--- src/rtl/seq_shift_rotate_unit_if.sv ---
// Command/result bundle for seq_shift_rotate_unit: start/ready/done handshake plus operand and result.
interface seq_shift_rotate_unit_if #(
  parameter int unsigned N = 8
);
  localparam int unsigned AW = $clog2(N);

  logic          start;
  logic [N-1:0]  x;
  logic [1:0]    select;
  logic [AW-1:0] amount;
  logic          ready;
  logic          busy;
  logic          done;
  logic [N-1:0]  y;

  modport master (
    output start, x, select, amount,
    input  ready, busy, done, y
  );

  modport slave (
    input  start, x, select, amount,
    output ready, busy, done, y
  );
endinterface

--- src/rtl/seq_shift_rotate_unit.sv ---
// Multi-cycle shift/rotate engine, one bit position per clock.
// Define SHIFT_ROTATE_SRA_EN to make select=01 an arithmetic right shift.
module seq_shift_rotate_unit #(
  parameter int unsigned N = 8
) (
  input logic                   clk,
  input logic                   reset,
  seq_shift_rotate_unit_if.slave bus
);

  localparam int unsigned AW = $clog2(N);

  typedef enum logic [2:0] {
    IDLE  = 3'b001,
    SHIFT = 3'b010,
    DONE  = 3'b100
  } state_t;

  state_t        state, state_nxt;
  logic [N-1:0]  wreg;
  logic [N-1:0]  wreg_step;
  logic [1:0]    op;
  logic [AW-1:0] cnt;
  logic [N-1:0]  y_q;

  // Single-position move of w according to the select encoding.
  function automatic logic [N-1:0] step(input logic [N-1:0] w, input logic [1:0] sel);
    logic [N-1:0] r;
    r = w;
    case (sel)
      2'b00: r = {w[N-2:0], 1'b0};
`ifdef SHIFT_ROTATE_SRA_EN
      2'b01: r = {w[N-1], w[N-1:1]};
`else
      2'b01: r = {1'b0, w[N-1:1]};
`endif
      2'b10: r = {w[N-2:0], w[N-1]};
      2'b11: r = {w[0], w[N-1:1]};
      default: r = w;
    endcase
    return r;
  endfunction

  assign wreg_step = step(wreg, op);

  always_ff @(posedge clk) begin
    if (reset) begin
      state <= IDLE;
    end else begin
      state <= state_nxt;
    end
  end

  always_comb begin
    state_nxt = state;
    unique case (state)
      IDLE: begin
        if (bus.start) begin
          state_nxt = (bus.amount == '0) ? DONE : SHIFT;
        end
      end
      SHIFT: begin
        if (cnt == AW'(1)) begin
          state_nxt = DONE;
        end
      end
      DONE:    state_nxt = IDLE;
      default: state_nxt = IDLE;
    endcase
  end

  // Handshake outputs decode straight from the one-hot state flops.
  always_comb begin
    bus.ready = 1'b0;
    bus.busy  = 1'b0;
    bus.done  = 1'b0;
    unique case (state)
      IDLE:    bus.ready = 1'b1;
      SHIFT:   bus.busy  = 1'b1;
      DONE: begin
        bus.busy = 1'b1;
        bus.done = 1'b1;
      end
      default: bus.ready = 1'b0;
    endcase
  end

  // Operand capture, stepping and result update; start is ignored outside IDLE.
  always_ff @(posedge clk) begin
    if (reset) begin
      wreg <= '0;
      op   <= 2'b00;
      cnt  <= '0;
      y_q  <= '0;
    end else begin
      unique case (state)
        IDLE: begin
          if (bus.start) begin
            wreg <= bus.x;
            op   <= bus.select;
            cnt  <= bus.amount;
            if (bus.amount == '0) begin
              y_q <= bus.x;
            end
          end
        end
        SHIFT: begin
          wreg <= wreg_step;
          cnt  <= cnt - AW'(1);
          if (cnt == AW'(1)) begin
            y_q <= wreg_step;
          end
        end
        default: begin
        end
      endcase
    end
  end

  assign bus.y = y_q;

endmodule

--- src/flat_wrapper.sv ---
// flat-port wrapper written by rule: the top's interface ports become plain ports
module seq_shift_rotate_unit_flat 
#(
  parameter int unsigned N = 8
)
  (clk, reset, bus_start, bus_x, bus_select, bus_amount, bus_ready, bus_busy, bus_done, bus_y);
  seq_shift_rotate_unit_if #(.N(N)) bus_i ();
  input logic clk;
  input logic reset;
  input wire logic [$bits(bus_i.start)-1:0] bus_start;
  input wire logic [$bits(bus_i.x)-1:0] bus_x;
  input wire logic [$bits(bus_i.select)-1:0] bus_select;
  input wire logic [$bits(bus_i.amount)-1:0] bus_amount;
  output wire logic [$bits(bus_i.ready)-1:0] bus_ready;
  output wire logic [$bits(bus_i.busy)-1:0] bus_busy;
  output wire logic [$bits(bus_i.done)-1:0] bus_done;
  output wire logic [$bits(bus_i.y)-1:0] bus_y;
  assign bus_i.start = bus_start;
  assign bus_i.x = bus_x;
  assign bus_i.select = bus_select;
  assign bus_i.amount = bus_amount;
  assign bus_ready = bus_i.ready;
  assign bus_busy = bus_i.busy;
  assign bus_done = bus_i.done;
  assign bus_y = bus_i.y;
  seq_shift_rotate_unit #(.N(N)) u_core (.clk(clk), .reset(reset), .bus(bus_i));
endmodule
--- config.mk ---
export PLATFORM = sky130hd
export DESIGN_NAME = seq_shift_rotate_unit_flat
export DESIGN_NICKNAME = d
export VERILOG_FILES = /design/src/rtl/seq_shift_rotate_unit_if.sv /design/src/rtl/seq_shift_rotate_unit.sv /design/src/flat_wrapper.sv
export SDC_FILE = /design/constraint.sdc
export NUM_CORES = 1
export LEC_CHECK = 0
export CORE_MARGIN = 1
export CORE_UTILIZATION = 25
export DETAILED_ROUTE_END_ITERATION = 6
export PLACE_DENSITY = 0.51
export RECOVER_POWER = 25
export SYNTH_ARGS = -nofsm -noshare
export SYNTH_HDL_FRONTEND = slang
export SYNTH_SLANG_ARGS = --single-unit
--- constraint.sdc ---
create_clock -name clk -period 3.3 [get_ports clk]
set_input_delay 0.66 -clock clk [delete_from_list [all_inputs] [get_ports clk]]
set_output_delay 0.66 -clock clk [all_outputs]
set_load 0.01 [all_outputs]
; After elaboration in Yosys (flattened, before gate mapping)
; Cells that the tools add are included.
[classes]
muxes = 16
eq_ne = 10
n_reduce_logical = 8
addsub = 1
[op_table]
columns = op, n
row1 = $mux W8, 4
row2 = $pmux W8 S2, 2
row3 = $pmux W8 S4, 1
row4 = $mux W3, 4
row5 = $pmux W3 S2, 2
row6 = $eq A3 B1 Y1 const B, 2
row7 = $reduce_and A2 Y1, 3
row8 = $eq A2 B2 Y1 const B, 2
row9 = $ne A2 B1 Y1 const B, 2
row10 = $reduce_and A4 Y1, 1
row11 = $eq A3 B2 Y1 const B, 1
row12 = $eq A3 B3 Y1 const B, 1
row13 = $logic_not A3 Y1, 1
row14 = $mux W1, 3
row15 = $sub A3 B1 Y3 const B, 1
row16 = $eq A2 B1 Y1 const B, 1
row17 = $logic_not A2 Y1, 1
row18 = $ne A2 B2 Y1 const B, 1
row19 = $reduce_bool A2 Y1, 1
row20 = $reduce_or A2 Y1, 1
[totals]
out_inout_bits = 11
ff_bits = 24
inputBits = 16

; Depth between registers and ports, before layout
[logic_depth]
word_depth = 4
mapped_depth = 7
ltp_nobuf = 6

; Worst setup path before layout
; No wires, ideal clock.
[synth_path]
kind = input-to-reg
from = in bus_amount[1]
to = reg u_core.y_q[2] (netlist: u_core.bus.y[2])
arrival_time_ns = 1.614
path_buffers = 1
path_stages = 5
t_required_ns = 3.172
path_slack_ns = 1.558
setup_ns = 0.128
path_cell_list = or3_1 o22ai_4 buf_6 mux2i_1 nor2_1
[synth_via]
elab_chain_cells = 3
[synth_rtl]
columns = item, line_no
row1 = start: declaration, flat_wrapper.sv:13  ; input wire logic [$bits(bus_i.amount)-1:0] bus_amount;
row2 = $logic_not A3 Y1, seq_shift_rotate_unit.sv:102  ; if (bus.amount == '0) begin
row3 = $ne A2 B1 Y1 (no line), n/a
row4 = $reduce_and A4 Y1 (no line), n/a
row5 = end signal: assignment, seq_shift_rotate_unit.sv:103  ; y_q <= bus.x;
row6 = end signal: assignment, seq_shift_rotate_unit.sv:111  ; y_q <= wreg_step;
row7 = end: declaration, seq_shift_rotate_unit.sv:24  ; logic [N-1:0] y_q;
; No other way between the ends.
; A chain may end at the register's enable or synchronous reset.

; Worst setup path in the final report
[layout_path]
from = reg u_core.state[1]
to = out bus_busy
[layout_via]
elab_chain_cells = 3
word_cells_on_any_way = 4
[layout_rtl]
columns = item, line_no
row1 = start: declaration, seq_shift_rotate_unit.sv:19  ; state_t state, state_nxt;
row2 = start signal: assignment, seq_shift_rotate_unit.sv:50  ; state <= state_nxt;
row3 = $eq A3 B3 Y1 / $eq A3 B2 Y1 (equally long branches), seq_shift_rotate_unit.sv:77  ; unique case (state)
row4 = $reduce_or A2 Y1 (no line) (*), n/a
row5 = $mux W1 (*), seq_shift_rotate_unit.sv:77
row6 = end: declaration, flat_wrapper.sv:15  ; output wire logic [$bits(bus_i.busy)-1:0] bus_busy;
; Mark *: on every way between the ends. The rest lies on a longest branch, timed or not.

==> results.yml <==
status:
  status: "finished, violations left"
  violations: "design-rule violations"
route:
  routedWlPerCell_um: 12.6
  first_iter_violations: 69
  vias: 980
  drtPass1Iterations: 6
  routed_wl_um: 2570
  avgViaCountPerCell: 4.80
  final_antenna_net_count: 0
  post-route-drc-count: 4
die:
  initial_core_util: 0.264
  die_x_um: 70.6
  die_area_um2: 4980
  rows: 24
  die_h_um: 70.6
  ioPinCount: 27
  core_um2: 4440
yosys:
  synth-compound-area-share: 0.157
  ys_ff_latch: 24
  synthSimpleGateAreaFrac: 0.206
  ys.warnings.count: 0
  syn_inst: 128
  synth_top_area_share: 0.409
  synth_fa_ha_area_frac: 0.0213
  synthesis.nets: 146
  yosys.area.top_type: "dfxtp_1"
  synth_top_family_by_area: "simple AND/OR/NAND/NOR gates"
  yosys.cell_types.count: 28
  yosysSeqAreaShare: 0.409
  synthMuxAreaShare: 0.166
  syn-cell-area_um2: 1170
  yosys-top-cells-area: "dfxtp_1 41%, mux2_2 12%, nand2_1 8.0%"
  postSynthAreaPerCell_um2: 9.18
  synth_xor_area_frac: 0
global_route:
  grt_pass1_vias: 963
  use_met2: 0.189
  globalRouteMet3Util: 0.0328
  overflow: 0
  grt_usage: 0.109
  grt_first_pass_wirelength_um: 4440
  antenna_found_initial: 0
  grt_max_degree: 22
  grt-busiest-layer: "met2"
  met1_usage: 0.142
power_and_ir_drop:
  vdd_ir_drop_max_mv: 0.281
  leakage_nw: 0.533
  power_switching_w: 0.000165
  pwr-share-clk: 0.273
  p_per_area_nw_per_um2: 412
  power.internal_w: 0.000456
  swShare: 0.266
  seqPwrFrac: 0.527
  p_comb_frac: 0.200
sta:
  worst_pin_slew_ns: 1.29
  fmax_ghz: 0.418
  fin_crit_sh: 0.725
  timing_hold_violations_final: 0
  slew_headroom: 0.137
  period_minus_slack_ns: 2.39
  whs_ns: 0.457
  timing.final.ws_setup_ns: 0.909
  fin_tns_setup_ns: 0
  fin_worst_skew_ns: 0.00260
  finalSetupViolCount: 0
  slew_violations: 0
  rsz0062_at_grt: "no"
cells_and_area:
  num-fill-cells: 480
  fin_util: 0.340
  antenna_cells: 0
  layout_common_cells: "25 x nand2_1, 24 x dfxtp_1, 22 x clkdlybuf4s50_1, 12 x mux2_2, 11 x a21oi_1"
  syn2layout_area_growth_pct: 28.4
  layout_commonest_cell: "nand2_1"
  fin_nets: 172
  fin_cells: 204
  drive_above_1_share: 0.132
critical_path:
  crit_chain: "or3b_4, nand2b_1, clkdlybuf4s50_1"
  required_ns: 2.64
  r2r_setup_slack_ns: 1.09
  endpoint_kind: "output port"
  crit_family: "simple AND/OR/NAND/NOR gates"
  critPathMaxFanout: 6
  crit_type: "flop to output port"
  crit_path_max_incr_delay_ns: 0.53
  arrival_ns: 1.73
  crit_path_top_delay_cell: "clkdlybuf4s50_1"
  crit_buf_inv: 1
  critPathLaunchType: "flop"
clock_network:
  clkTransAtPathRegs_ns: 0.08
  root_buffer: "clkbuf_8"
  post_cts_resized: 0
  cts_buffers: 3
  h-tree-depth: 1
  clock-sinks: 24
  clockBufferDepth: 2
  cts_tree: "done"
  cts_setup_buffers: 0
  worstSkewPairLatency_ns: 0.26
  ctsHoldBuffers: 0
placed_design:
  dp.cells: 201
  hpwl_um: 1840
  dp_slack_ns: 0.915
  gp_congestion: 0.730
  io_buffers: 26
flow_run:
  drv_cap: 0
worst_hold_path:
  hold_class: "flop to flop"
-- power groups by stage --
stage                     clock network, W  registers, W   logic, W
after global routing              0.000191      0.000331   0.000138
final                             0.000169      0.000327   0.000124
after CTS                         0.000179      0.000328   0.000128
after floorplan                          0      0.000329  0.0000836
after detailed placement                 0      0.000335   0.000127
after global placement                   0      0.000334   0.000126
-- path summary, 6_finish.rpt --
path | startpoint | end | cells past startpoint
setup / recovery | u_core.state[1]$_SDFFE_PP0P_ | bus_busy | 3
hold reg to reg | u_core.bus.y[7]$_SDFFE_PP0P_ | u_core.bus.y[7]$_SDFFE_PP0P_ | 2
hold / removal | u_core.bus.y[7]$_SDFFE_PP0P_ | u_core.bus.y[7]$_SDFFE_PP0P_ | 2
setup reg to reg | u_core.state[1]$_SDFFE_PP0P_ | u_core.bus.y[6]$_SDFFE_PP0P_ | 4
-- metrics by stage --
| step | total power [W] | area [um2] |
|---|---|---|
| floorplan | 0.000413 | 1170 |
| global placement | 0.000460 | 1470 |
| detailed placement | 0.000462 | 1470 |
| CTS | 0.000634 | 1520 |
| global route | 0.000660 | 1510 |
| finish | 0.000621 | 1510 |
-- logic make-up after synthesis --
logic type	count (synthesis)
compound gates	27
simple gates	47
fa+ha+maj	2
mux	18
flops	24
buf+inv	10
-- area by class of cell --
| class | instances | area [um2] | share of cell area |
|---|---|---|---|
| clock buffer | 3 | 41.3 | 0.0274 |
| sequential | 24 | 480 | 0.318 |
| multi-input combinational | 94 | 639 | 0.424 |
| tap | 52 | 65.1 | 0.0431 |
| inverter | 4 | 15.0 | 0.00995 |
| timing repair buffer | 27 | 268 | 0.177 |
-- registers in the layout (all words and copies together), names as in the netlist --
signal	flops
u_core.cnt	3
u_core.op	2
u_core.bus.y	8
u_core.state	3
u_core.wreg	8
-- worst register-to-register path: stages, from the launching register on --
cell	delay, ns
dfxtp_1	0.41
nor3b_2	1.05
mux2_2	0.45
mux2i_1	0.14
nor2_1	0.05
-- cell usage after synthesis, drive strengths merged --
cell / n
nand2: 25
dfxtp: 24
mux2: 12
a21oi: 11
nor2: 8
mux2i: 6
a211oi: 5
clkbuf: 4
inv: 4
nand2b: 3
nand3: 3
nor3b: 3
o211ai: 3
o21ai: 3
buf: 2
ha: 2
o2111ai: 2
a22oi: 1
a2bb2oi: 1
and2: 1
and4bb: 1
nand4bb: 1
o22ai: 1
or3: 1
or3b: 1
-- routing by layer --
layer | vias up | wire (um)
met5 | - | 0
met4 | 0 | 8
met3 | 2 | 114
met2 | 26 | 1140
met1 | 455 | 1300
li1 | 497 | -
Power figures use the tool's default switching activity.
